--- config.mk ---
export PLATFORM = sky130hd
export DESIGN_NAME = rv_muldiv_unit
export DESIGN_NICKNAME = d
export VERILOG_FILES = /design/src/rtl/rv_muldiv_unit.sv
export SDC_FILE = /design/constraint.sdc
export NUM_CORES = 1
export LEC_CHECK = 0
export BUFFER_PORTS_ARGS = -buffer_cell sky130_fd_sc_hd__buf_2
export CAP_MARGIN = 10
export CORE_MARGIN = 2
export CORE_UTILIZATION = 53
export CTS_CLUSTER_DIAMETER = 50
export DETAILED_ROUTE_END_ITERATION = 12
export GPL_TIMING_DRIVEN = 1
export PLACE_DENSITY = 0.71
export SETUP_SLACK_MARGIN = 0.15
export SYNTH_ARGS = -nofsm -noshare
export SYNTH_HDL_FRONTEND = slang
export SYNTH_SLANG_ARGS = --single-unit
--- constraint.sdc ---
create_clock -name clk_i -period 10.15 [get_ports clk_i]
set_input_delay 1.015 -clock clk_i [delete_from_list [all_inputs] [get_ports clk_i]]
set_output_delay 1.015 -clock clk_i [all_outputs]
set_load 0.01 [all_outputs]
--- src/rtl/rv_muldiv_unit.sv ---
// Iterative RISC-V M-extension multiply/divide unit with a start/busy/done handshake.
// Each CALC cycle handles one multiplier bit (shift-add) or one quotient bit (restoring).
// Optional build macro MULDIV_EARLY_OUT_EN: a multiply leaves CALC as soon as no multiplier
// bits remain, and a multiply by zero finishes straight from IDLE.
module rv_muldiv_unit #(
    parameter int unsigned XLEN  = 32,
    parameter int unsigned CNT_W = $clog2(XLEN) + 1
) (
    input  logic            clk_i,
    input  logic            rst_i,
    input  logic            start_i,
    input  logic [2:0]      funct3_i,
    input  logic [XLEN-1:0] src1_i,
    input  logic [XLEN-1:0] src2_i,
    output logic            busy_o,
    output logic            done_o,
    output logic [XLEN-1:0] result_o
);

    localparam logic [XLEN-1:0]  MostNeg = {1'b1, {(XLEN-1){1'b0}}};
    localparam logic [CNT_W-1:0] CntLast = CNT_W'(XLEN);

    typedef enum logic [1:0] {StIdle, StCalc, StFin} state_e;

    state_e            state_q, state_d;
    logic [CNT_W-1:0]  cnt_q, cnt_d;
    logic [2:0]        op_q, op_d;
    logic              neg_q, neg_d;
    // Multiplicand for multiplies, divisor for divides.
    logic [XLEN-1:0]   a_q, a_d;
    // Remaining multiplier bits, shifted right one per step.
    logic [XLEN-1:0]   b_q, b_d;
    // Multiply: partial product. Divide: {remainder, dividend/quotient}.
    logic [2*XLEN-1:0] acc_q, acc_d;
    logic [XLEN-1:0]   res_q, res_d;

    logic              is_div, s1_signed, s2_signed, neg1, neg2, div_zero, div_ovf;
    logic [XLEN-1:0]   mag1, mag2;

    // Decode the requested operation and take operand magnitudes at acceptance.
    always_comb begin
        is_div    = funct3_i[2];
        s1_signed = is_div ? ~funct3_i[0] : (funct3_i[1] ^ funct3_i[0]);
        s2_signed = is_div ? ~funct3_i[0] : (funct3_i[1:0] == 2'b01);
        neg1      = s1_signed & src1_i[XLEN-1];
        neg2      = s2_signed & src2_i[XLEN-1];
        mag1      = neg1 ? ('0 - src1_i) : src1_i;
        mag2      = neg2 ? ('0 - src2_i) : src2_i;
        div_zero  = is_div && (src2_i == '0);
        div_ovf   = is_div && !funct3_i[0] && (src1_i == MostNeg) && (src2_i == '1);
    end

    logic [XLEN:0]     mul_sum, rem_sh, div_diff;
    logic [2*XLEN-1:0] prod_al, prod_fin;
    logic [XLEN-1:0]   qr, fin_res;
    logic              calc_done;

    // One datapath step and the sign-corrected final result.
    always_comb begin
        mul_sum  = {1'b0, acc_q[2*XLEN-1:XLEN]} + (b_q[0] ? {1'b0, a_q} : '0);
        rem_sh   = {acc_q[2*XLEN-1:XLEN], acc_q[XLEN-1]};
        div_diff = rem_sh - {1'b0, a_q};
`ifdef MULDIV_EARLY_OUT_EN
        // Unconsumed multiplier bits are all zero: align the partial product in one shift.
        prod_al   = acc_q >> (CntLast - cnt_q);
        calc_done = (cnt_q == CntLast) || (!op_q[2] && (b_q == '0));
`else
        prod_al   = acc_q;
        calc_done = (cnt_q == CntLast);
`endif
        prod_fin = neg_q ? ('0 - prod_al) : prod_al;
        qr       = op_q[1] ? acc_q[2*XLEN-1:XLEN] : acc_q[XLEN-1:0];
        if (op_q[2]) begin
            fin_res = neg_q ? ('0 - qr) : qr;
        end else if (op_q[1:0] == 2'b00) begin
            fin_res = prod_fin[XLEN-1:0];
        end else begin
            fin_res = prod_fin[2*XLEN-1:XLEN];
        end
    end

    // FSM next state and working-register updates.
    always_comb begin
        state_d = state_q;
        cnt_d   = cnt_q;
        op_d    = op_q;
        neg_d   = neg_q;
        a_d     = a_q;
        b_d     = b_q;
        acc_d   = acc_q;
        res_d   = res_q;
        case (state_q)
            StIdle: begin
                if (start_i) begin
                    op_d  = funct3_i;
                    cnt_d = '0;
                    // Remainder takes the dividend's sign; everything else the xor.
                    neg_d = (is_div && funct3_i[1]) ? neg1 : (neg1 ^ neg2);
                    a_d   = is_div ? mag2 : mag1;
                    b_d   = mag2;
                    acc_d = is_div ? {{XLEN{1'b0}}, mag1} : '0;
                    if (div_zero) begin
                        res_d   = funct3_i[1] ? src1_i : '1;
                        state_d = StFin;
                    end else if (div_ovf) begin
                        res_d   = funct3_i[1] ? '0 : src1_i;
                        state_d = StFin;
`ifdef MULDIV_EARLY_OUT_EN
                    end else if (!is_div && (src2_i == '0)) begin
                        res_d   = '0;
                        state_d = StFin;
`endif
                    end else begin
                        state_d = StCalc;
                    end
                end
            end
            StCalc: begin
                if (calc_done) begin
                    res_d   = fin_res;
                    state_d = StFin;
                end else begin
                    cnt_d = cnt_q + CNT_W'(1);
                    if (op_q[2]) begin
                        if (!div_diff[XLEN]) begin
                            acc_d = {div_diff[XLEN-1:0], acc_q[XLEN-2:0], 1'b1};
                        end else begin
                            acc_d = {rem_sh[XLEN-1:0], acc_q[XLEN-2:0], 1'b0};
                        end
                    end else begin
                        acc_d = {mul_sum, acc_q[XLEN-1:1]};
                        b_d   = b_q >> 1;
                    end
                end
            end
            StFin: begin
                state_d = StIdle;
            end
            default: begin
                state_d = StIdle;
            end
        endcase
    end

    // State and working registers; reset aborts any operation in flight.
    always_ff @(posedge clk_i or negedge rst_i) begin
        if (!rst_i) begin
            state_q <= StIdle;
            cnt_q   <= '0;
            op_q    <= '0;
            neg_q   <= 1'b0;
            a_q     <= '0;
            b_q     <= '0;
            acc_q   <= '0;
            res_q   <= '0;
        end else begin
            state_q <= state_d;
            cnt_q   <= cnt_d;
            op_q    <= op_d;
            neg_q   <= neg_d;
            a_q     <= a_d;
            b_q     <= b_d;
            acc_q   <= acc_d;
            res_q   <= res_d;
        end
    end

    assign busy_o   = (state_q == StCalc);
    assign done_o   = (state_q == StFin);
    assign result_o = res_q;

endmodule

## Word level (Yosys, flattened, before mapping)

Index checks and enable logic that the tools add are counted.

| word-level totals | value |
|---|---|
| bits in registers | 172 |
| input bits | 70 |
| output and inout bits | 34 |
| word-level logic and storage cells | 83 |

| operators by class | value |
|---|---|
| add/sub/neg operators | 7 |
| equality and inequality tests | 11 |
| multiplexer cells | 37 |
| bitwise operators | 5 |
| reductions and logical operators | 15 |

Operator list:

| operator | count |
|---|---|
| 2-to-1 mux 32 bit | 18 |
| 2-to-1 mux 64 bit | 5 |
| one-hot mux 32 bit (2 select lines) | 2 |
| one-hot mux 64 bit (2 select lines) | 1 |
| subtractor 1 x 32 -> 32 bit, first input constant | 3 |
| == test 32 bit, second input constant | 2 |
| subtractor 1 x 64 -> 64 bit, first input constant | 1 |
| adder 32 x 32 -> 33 bit | 1 |
| subtractor 33 x 32 -> 33 bit | 1 |
| zero test 32 bit | 1 |
| 2-to-1 mux 6 bit | 2 |
| one-hot mux 6 bit (2 select lines) | 1 |
| 2-to-1 mux 2 bit | 4 |
| AND reduction 4 bit | 2 |
| adder 6 x 1 -> 6 bit, second input constant | 1 |
| == test 6 bit, second input constant | 1 |
| != test 2 bit, second input constant | 3 |
| logical AND 1 bit | 5 |
| == test 2 x 1 -> 1 bit, second input constant | 2 |
| zero test 2 bit | 2 |
| one-hot mux 2 bit (2 select lines) | 1 |
| AND reduction 2 bit | 2 |
| 2-to-1 mux 1 bit | 3 |
| != test 3 bit, second input constant | 1 |
| other kinds (8) | 10 |

## Longest topological paths before layout

Gate-level depths: netlist of the first run.

| depth | value |
|---|---|
| depth after elaboration | 8 |
| mapped depth | 16 |
| depth with buffers taken out | 13 |

## Least setup slack after synthesis of the first run

OpenSTA, ideal clock, no wires.

| timing | value |
|---|---|
| path type | register to register |
| start | register op_q[1] |
| end | register res_q[26], in the netlist result_o[26] |
| library setup time | 95 ps |
| data arrival time | 4505 ps |
| data required time | 10055 ps |
| slack | 5550 ps |
| cell stages (with the launch flop) | 17 |
| path buffers | 6 |
| period minus slack after synthesis | 4600 ps |
| path through | dfrtp_1 > clkbuf_1 > buf_1 > buf_2 > clkbuf_1 > buf_1 > buf_1 > mux2i_1 > ha_1 > o21ai_0 > a2111oi_0 > or3b_2 > o21ai_0 > nand2_1 > xor2_1 > o211a_1 > o31ai_1 |

| between the ends | value |
|---|---|
| word-level cells in the longest chain between the ends | 6 |
| elaborated cells on any way between the ends | 8 |
| classes of those cells | add/sub: 1; mux: 6; reduce/logical: 1 |

Ends and longest elaborated chain:

| item | line | RTL |
|---|---|---|
| start, declared | 27 | `logic [2:0] op_q, op_d;` |
| start signal, assigned | 159 | `op_q <= op_d;` |
| 2-to-1 mux 32 bit | 72 | `qr = op_q[1] ? acc_q[2*XLEN-1:XLEN] : acc_q[XLEN-1:0];` |
| subtractor 1 x 32 -> 32 bit | 74 | `fin_res = neg_q ? ('0 - qr) : qr;` |
| 2-to-1 mux 32 bit | 74 |  |
| 2-to-1 mux 32 bit * | 73 | `if (op_q[2]) begin` |
| 2-to-1 mux 32 bit * | 119 | `if (calc_done) begin` |
| one-hot mux 32 bit (2 select lines) * | 92 | `case (state_q)` |
| end signal, assigned | 164 | `res_q <= res_d;` |
| end, declared | 35 | `logic [XLEN-1:0] res_q, res_d;` |

Every way passes the cells marked *; elsewhere a longest branch is shown, timed or not. The select of a mux whose other input is x is not followed.
A chain may end at the register's enable or synchronous reset.

## Final worst setup path of the first run

| timing | value |
|---|---|
| start | register acc_q[31] |
| end | register acc_q[47] |

| between the ends | value |
|---|---|
| word-level cells in the longest chain between the ends | 5 |

Ends and longest elaborated chain:

| item | line | RTL |
|---|---|---|
| start, declared | 34 | `logic [2*XLEN-1:0] acc_q, acc_d;` |
| start signal, assigned | 154 | `acc_q <= '0;` |
| start signal, assigned | 163 | `acc_q <= acc_d;` |
| subtractor 33 x 32 -> 33 bit | 62 | `div_diff = rem_sh - {1'b0, a_q};` |
| 2-to-1 mux 64 bit | 125 | `if (!div_diff[XLEN]) begin` |
| 2-to-1 mux 64 bit | 124 | `if (op_q[2]) begin` |
| 2-to-1 mux 64 bit | 119 |  |
| one-hot mux 64 bit (2 select lines) | 92 |  |

Every way passes these cells. The select of a mux whose other input is x is not followed.

==> metrics.cfg, run 1 <==
[timing]
finalSetupTns_ns = 0
grt_setup_unrepaired = false
layout_min_cycle_time_ns = 4.370
worst_slack_ns = 5.780
fmax_ghz = 0.2289
whs_ns = 0.4736
min_period_over_period = 0.4305
final_max_slew_viol_count = 0
slew_headroom = 0.1139
hold_viol = 0
skew_ns = 0.01481
setup_viol = 0
worstMarginPinSlew_ns = 1.324

[detailed_routing]
vias = 17610
first_iter_violations = 2012
drt-total-wl_um = 63820
drtAntennaViolNets = 0
wl_per_cell_um = 24.48
route.detailed.drc = 0
routed_via_density = 6.755
drt_pass1_iterations = 7

[floorplan]
die_y_um = 183.2
initial_utilization = 0.5391
die_x_um = 183.2
io_pins = 104
die_area_um2 = 33550
design.core.area_um2 = 31560
fp-row-count = 65

[synthesis]
ys_top_cells_by_count = nand2_1, a21oi_1, nor2_1
synth_top_area_frac = 0.2530
synth_seq_area_share = 0.2530
netlist_area_um2 = 17010
yosys.area.top_type = dfrtp_1
synthTopCellsByArea = dfrtp_1, a21oi_1, mux2i_1
ys.flop_type = dfrtp_1
synth.most_common_cell = nand2_1
yosys_warnings = 0
avgSynthCellArea_um2 = 7.659
ys_ff_latch = 172
synth-edff-count = 0
synth_nets = 2365
async_flop_share = 1.000
synthCells = 2221
ys_types = 77

[place]
dp.cells = 2575
place.gp.congestion = 1.003
dpl.hpwl_um = 47440
numPortBuffers = 103
placed_cell_area_um2 = 17600
pre_cts_ws_ns = 5.905

[clock_tree]
clock_sinks = 172
cts_made_buffers = 17
clockBufferDepth = 2
ctsResizeCount = 0
holdBufCountCts = 0
cts-root-buf = clkbuf_16
clk_latency_ns = 0.46
cts_tree = built
cts_htree_levels = 4
post_cts_buffers = 0
clk_transition_reported_paths_ns = 0.08

[setup_path]
required_ns = 10.44
arrival_ns = 4.66
end_kind = register
crit_type = register to register
start_kind = register
crit_fanout = 22

[cells_and_area]
n_fill_cell = 3027
fin_util = 0.5755
drive_gt1_frac = 0.1007
instances_no_fill = 2607
design_area_um2 = 18160
n_antenna_cell = 0
area_growth_pct = 6.745
fin_nets = 2336

[pwr]
peakVddDrop_mv = 0.2425
power_mw = 7.114
power_density_nw_per_um2 = 391.8
p_leak_nw = 7.537

[global_route]
grt-ovfl-total = 0
antenna_found_initial = 2
grt_max_degree = 72
grt_pass1_wl_um = 97530
grt_pass1_vias = 16510
grtUsageTotal = 0.3800

[hold_path]
hold_class = primary input to async pin

[outcome]
outcome = finished clean

[run]
cap_violations = 0

==> area by class of cell <==
cell class                 instances  area (µm²)  area share
sequential                       172        4310      0.2374
timing repair buffer             131       732.0     0.04031
tap                              402       503.0     0.02770
multi-input combinational       1806       11810      0.6506
clock buffer                      22       454.2     0.02501
clock inverter                    10       105.1    0.005788
inverter                          64       240.2     0.01323
==> where the power goes <==
group / total [mW] / internal (mW) / switching, mW
Clock: 0.657 / 0.350 / 0.308
Combinational: 4.83 / 1.87 / 2.95
Sequential: 1.63 / 1.02 / 0.611
==> kinds of logic (layout without fill, tap and decap cells) <==
logic type	Yosys count	after routing	share of synthesized area
compound gates	703	703	0.2599
simple gates	701	701	0.1973
buf+inv	243	227	0.05428
xor+xnor	200	200	0.1030
flops	172	172	0.2530
mux	125	125	0.07546
fa+ha+maj	77	77	0.05708
==> registers in the layout, summed over array words and instances (netlist names) <==
name / count
result_o: 32
cnt_q: 6
b_q: 32
neg_q: 1
state_q: 2
op_q: 3
acc_q: 64
a_q: 32
==> metal layers <==
layer,vias up,GRT usage,share of wire
met5,-,0,0.00020
met4,2,0.1894,0.055
met3,187,0.1154,0.12
met2,1029,0.5411,0.41
met1,8391,0.5213,0.42
li1,8000,-,-
==> critical path, cell delays in order, from the launching register on <==
cell and delay, ns:
dfrtp_1 0.43, inv_1 0.11, ha_1 0.23, fa_1 0.42, nand2b_1 0.19, a21o_1 0.20, a21oi_1 0.15, a211oi_1 0.11
o21ai_0 0.38, a41oi_1 0.27, xnor2_2 0.82, buf_4 0.48, mux2i_1 0.25, o221ai_1 0.15
==> worst paths after layout <==
kind	from	endpoint	slack [ns]	cells past startpoint
setup / recovery	acc_q[31]	acc_q[47]	5.78	13
hold / removal	rst_i	cnt_q[3]	0.47	1
setup reg to reg	acc_q[31]	acc_q[47]	5.78	13
hold reg to reg	result_o[25]	result_o[25]	0.48	2
max in group asynchronous	rst_i	neg_q	8.32	2
min in group clk_i	result_o[25]	result_o[25]	0.48	2
==> placed cells by master, fill, tap and decap left out, drive strengths merged, types with 14 or more instances in the layout <==
| cell | Yosys | layout |
|---|---|---|
| nand2 | 214 | 214 |
| a22oi | 15 | 15 |
| buf | 25 | 131 |
| nor2 | 184 | 184 |
| nand3 | 47 | 47 |
| a21o | 28 | 28 |
| or3 | 14 | 14 |
| o221ai | 25 | 25 |
| o41ai | 17 | 17 |
| ha | 72 | 72 |
| inv | 64 | 70 |
| o211ai | 29 | 29 |
| nand2b | 16 | 16 |
| and2 | 34 | 34 |
| o21ai | 185 | 185 |
| a211oi | 15 | 15 |
| nor4 | 28 | 28 |
| a31oi | 32 | 32 |
| a21oi | 207 | 207 |
| nor3 | 55 | 55 |
| dfrtp | 172 | 172 |
| or4 | 18 | 18 |
| xnor2 | 106 | 106 |
| clkbuf | 154 | 22 |
| nand4 | 27 | 27 |
| mux2 | 26 | 26 |
| mux2i | 99 | 99 |
| xor2 | 94 | 94 |
| o21a | 30 | 30 |
| o31ai | 43 | 43 |
Note: power is estimated with default switching activity, not from simulation.
==> inputs of run 2 (changes only) <==
==> constraint.sdc (replaced) <==
create_clock -name clk_i -period 4.3 [get_ports clk_i]
set_input_delay 0.43 -clock clk_i [delete_from_list [all_inputs] [get_ports clk_i]]
set_output_delay 0.43 -clock clk_i [all_outputs]
set_load 0.01 [all_outputs]
==> run 2 against run 1 <==
- sequential power up 110%
- global-route usage up 0.63 points
- clock power up 150%
- final cell count up 2.3%
- sequential cell count unchanged
- die area unchanged
- combinational power rose to 2.5 times the previous value
- total power up 140%
- register-to-register slack worse by 5.5 ns
- core utilization up 1.7 points
==> metrics.cfg, run 2 (same netlist as run 1, synthesis figures left out) <==
[setup_path]
start_kind = register  ; unchanged
end_kind = register  ; unchanged
crit_fanout = 8  ; was 22
arrival_ns = 4.32  ; was 4.66 ns
path_delay_family = simple AND/OR/NAND/NOR gates  ; was compound AO/OA/AOI/OAI gates
slowest_stage = nor4_1  ; was xnor2_2
cp_common_cell = or3_4
crit_buf_inv = 0  ; was 2
path_cells = nor4_1 > nand4_1 > or3_4 > or3_4 > nand2_1 > xor2_1 > nor3_1 > a2111oi_0 > o31ai_1  ; was inv_1 > ha_1 > fa_1 > nand2b_1 > a21o_1 > a21oi_1 > a211oi_1 > o21ai_0 > a41oi_1 > xnor2_2 > buf_4 > mux2i_1 > o221ai_1
cpPeakStageDelay_ns = 0.83  ; was 0.82 ns
crit_type = register to register  ; unchanged
required_ns = 4.62  ; was 10.44 ns

[global_route]
grt-ovfl-total = 0  ; unchanged
antenna_found_initial = 0  ; was 2
grt_max_degree = 81  ; was 72
grtUsageTotal = 0.3863  ; was 0.3800
grt_pass1_vias = 16590  ; was 16510
grt_pass1_wl_um = 98990  ; was 97530 µm

[detailed_routing]
drt-total-wl_um = 64220  ; was 63820 µm
routed_via_density = 6.734  ; was 6.755
drt_pass1_iterations = 8  ; was 7
vias = 17960  ; was 17610
drtAntennaViolNets = 0  ; unchanged
wl_per_cell_um = 24.08  ; was 24.48 µm
route.detailed.drc = 0  ; unchanged
first_iter_violations = 2508  ; was 2012

[timing]
fmax_ghz = 0.2499  ; was 0.2289 GHz
grt_setup_unrepaired = false  ; unchanged
hold_viol = 0  ; unchanged
final_max_slew_viol_count = 0  ; unchanged
min_period_over_period = 0.9306  ; was 0.4305
setup_viol = 0  ; unchanged
finalSetupTns_ns = 0  ; unchanged
worstMarginPinSlew_ns = 1.102  ; was 1.324 ns
slew_headroom = 0.2628  ; was 0.1139
layout_min_cycle_time_ns = 4.002  ; was 4.370 ns
skew_ns = 0.01697  ; was 0.01481 ns

[cells_and_area]
final_cell_mix = nand2_1, a21oi_1, nor2_1, o21ai_0, dfrtp_1  ; was nand2_1, a21oi_1, o21ai_0
area_growth_pct = 9.929  ; was 6.745%
mostFrequentLayoutCell = nand2_1  ; unchanged
regArea_um2 = 4310  ; unchanged
drive_gt1_frac = 0.1258  ; was 0.1007
fin_nets = 2396  ; was 2336
largest_register_ffs = 64  ; unchanged
multi_input_area_um2 = 11820  ; was 11810 µm²
regMostFlops = acc_q  ; unchanged
n_fill_cell = 2916  ; was 3027
n_antenna_cell = 0  ; unchanged

[place]
numPortBuffers = 103  ; unchanged
dpl.hpwl_um = 49020  ; was 47440 µm
place.gp.congestion = 1.045  ; was 1.003

[pwr]
peakVddDrop_mv = 0.5503  ; was 0.2425 mV
power_mw = 17.29  ; was 7.114 mW
p_int_mw = 7.955  ; was 3.242 mW
power_density_nw_per_um2 = 924.8  ; was 391.8 nW/µm²
p_switching_mw = 9.339  ; was 3.872 mW
combPwrFrac = 0.707  ; was 0.679
p_leak_nw = 7.874  ; was 7.537 nW
seq_power_share = 0.197  ; was 0.229
switching_share = 0.5400  ; was 0.5443
clkPwrFrac = 0.095  ; was 0.092

[clock_tree]
clock_sinks = 172  ; unchanged
clk_latency_ns = 0.47  ; was 0.46 ns
clk_transition_reported_paths_ns = 0.08  ; about the same
post_cts_buffers = 0  ; unchanged
cts_htree_levels = 4  ; unchanged
clockBufferDepth = 2  ; unchanged
cts-root-buf = clkbuf_16  ; unchanged
cts_tree = built  ; unchanged
cts_made_buffers = 17  ; unchanged

[floorplan]
io_pins = 104  ; unchanged
design.core.area_um2 = 31560  ; unchanged
die_y_um = 183.2  ; unchanged
die_area_um2 = 33550  ; unchanged
die_x_um = 183.2  ; unchanged
initial_utilization = 0.5391  ; unchanged
fp-row-count = 65  ; unchanged

[outcome]
outcome = finished clean  ; unchanged

[hold_path]
hold_class = primary input to register  ; was primary input to async pin

[run]
cap_violations = 0  ; unchanged

==> run 2: cell count changes in the layout (fill, tap and decap cells not counted), moves of 2 or more <==
cell	delta
clkbuf_1	-4
buf_12	+2
inv_8	+2
clkinv_8	+5
buf_4	+57
==> run 2: power groups by stage <==
| stage | Clock (mW) | Combinational, mW | Sequential (mW) |
|---|---|---|---|
| 2_1_floorplan | 0 | 8.81 | 2.89 |
| 5_1_grt | 1.73 | 13.3 | 3.50 |
| 3_5_place_dp | 0 | 11.8 | 3.38 |
| 3_3_place_gp | 0 | 11.6 | 3.36 |
| 6_report | 1.64 | 12.2 | 3.42 |
| 4_1_cts | 1.66 | 11.9 | 3.35 |
==> run 2: tightest hold or removal path, cell delays in order <==
cell and delay, ns:
buf_2 0.13, nand2_1 0.06, nand2_1 0.05
==> run 2: metrics by stage <==
stage               hold WS, ns  instance area (µm²)  worst slack [ns]  cells  utilization
floorplan                0.1344                17020            0.2584   2221            -
global placement         0.4540                18060            0.4863   2634       0.5725
detailed placement       0.4646                18060            0.4274   2634       0.5725
CTS                      0.2319                18700            0.3572   2667       0.5925
global route             0.2527                18700            0.1752   2667       0.5926
finish                   0.2431                18700            0.2982   2667       0.5926
==> run 2: final cells by class <==
cell class / instances / area share
Timing Repair Buffer: 191 / 0.06470
Multi-Input combinational cell: 1806 / 0.6319
Clock buffer: 17 / 0.02275
Clock inverter: 15 / 0.01044
Inverter: 64 / 0.01285
Sequential cell: 172 / 0.2305
Tap cell: 402 / 0.02690
==> run 2: final timing paths <==
path                       slack, ns          end  cells after the start         from
max                             0.30  result_o[9]                      9    acc_q[28]
max in group asynchronous       2.84      op_q[2]                      3        rst_i
min reg2reg                     0.48  result_o[1]                      1  result_o[1]
min in group asynchronous       0.50    acc_q[23]                      2        rst_i
max reg2reg                     0.30  result_o[9]                      9    acc_q[28]
min                             0.24      op_q[0]                      3  funct3_i[0]
==> run 2: timing repair <==
| item | 4_1_cts | 5_1_grt |
|---|---|---|
| setup endpoints to repair | 0 | 24 |
| gates resized for setup | 0 | 1 |
| hold buffers | 1 | 0 |
| hold endpoints to repair | 13 | 0 |
==> run 2: metal layers <==
metal,vias to the layer above,global-route usage,wire [µm]
met5,-,0,0
met4,0,0.2077,3871
met3,158,0.08856,7494
met2,1099,0.5364,25930
met1,8574,0.5533,26920
li1,8129,-,-
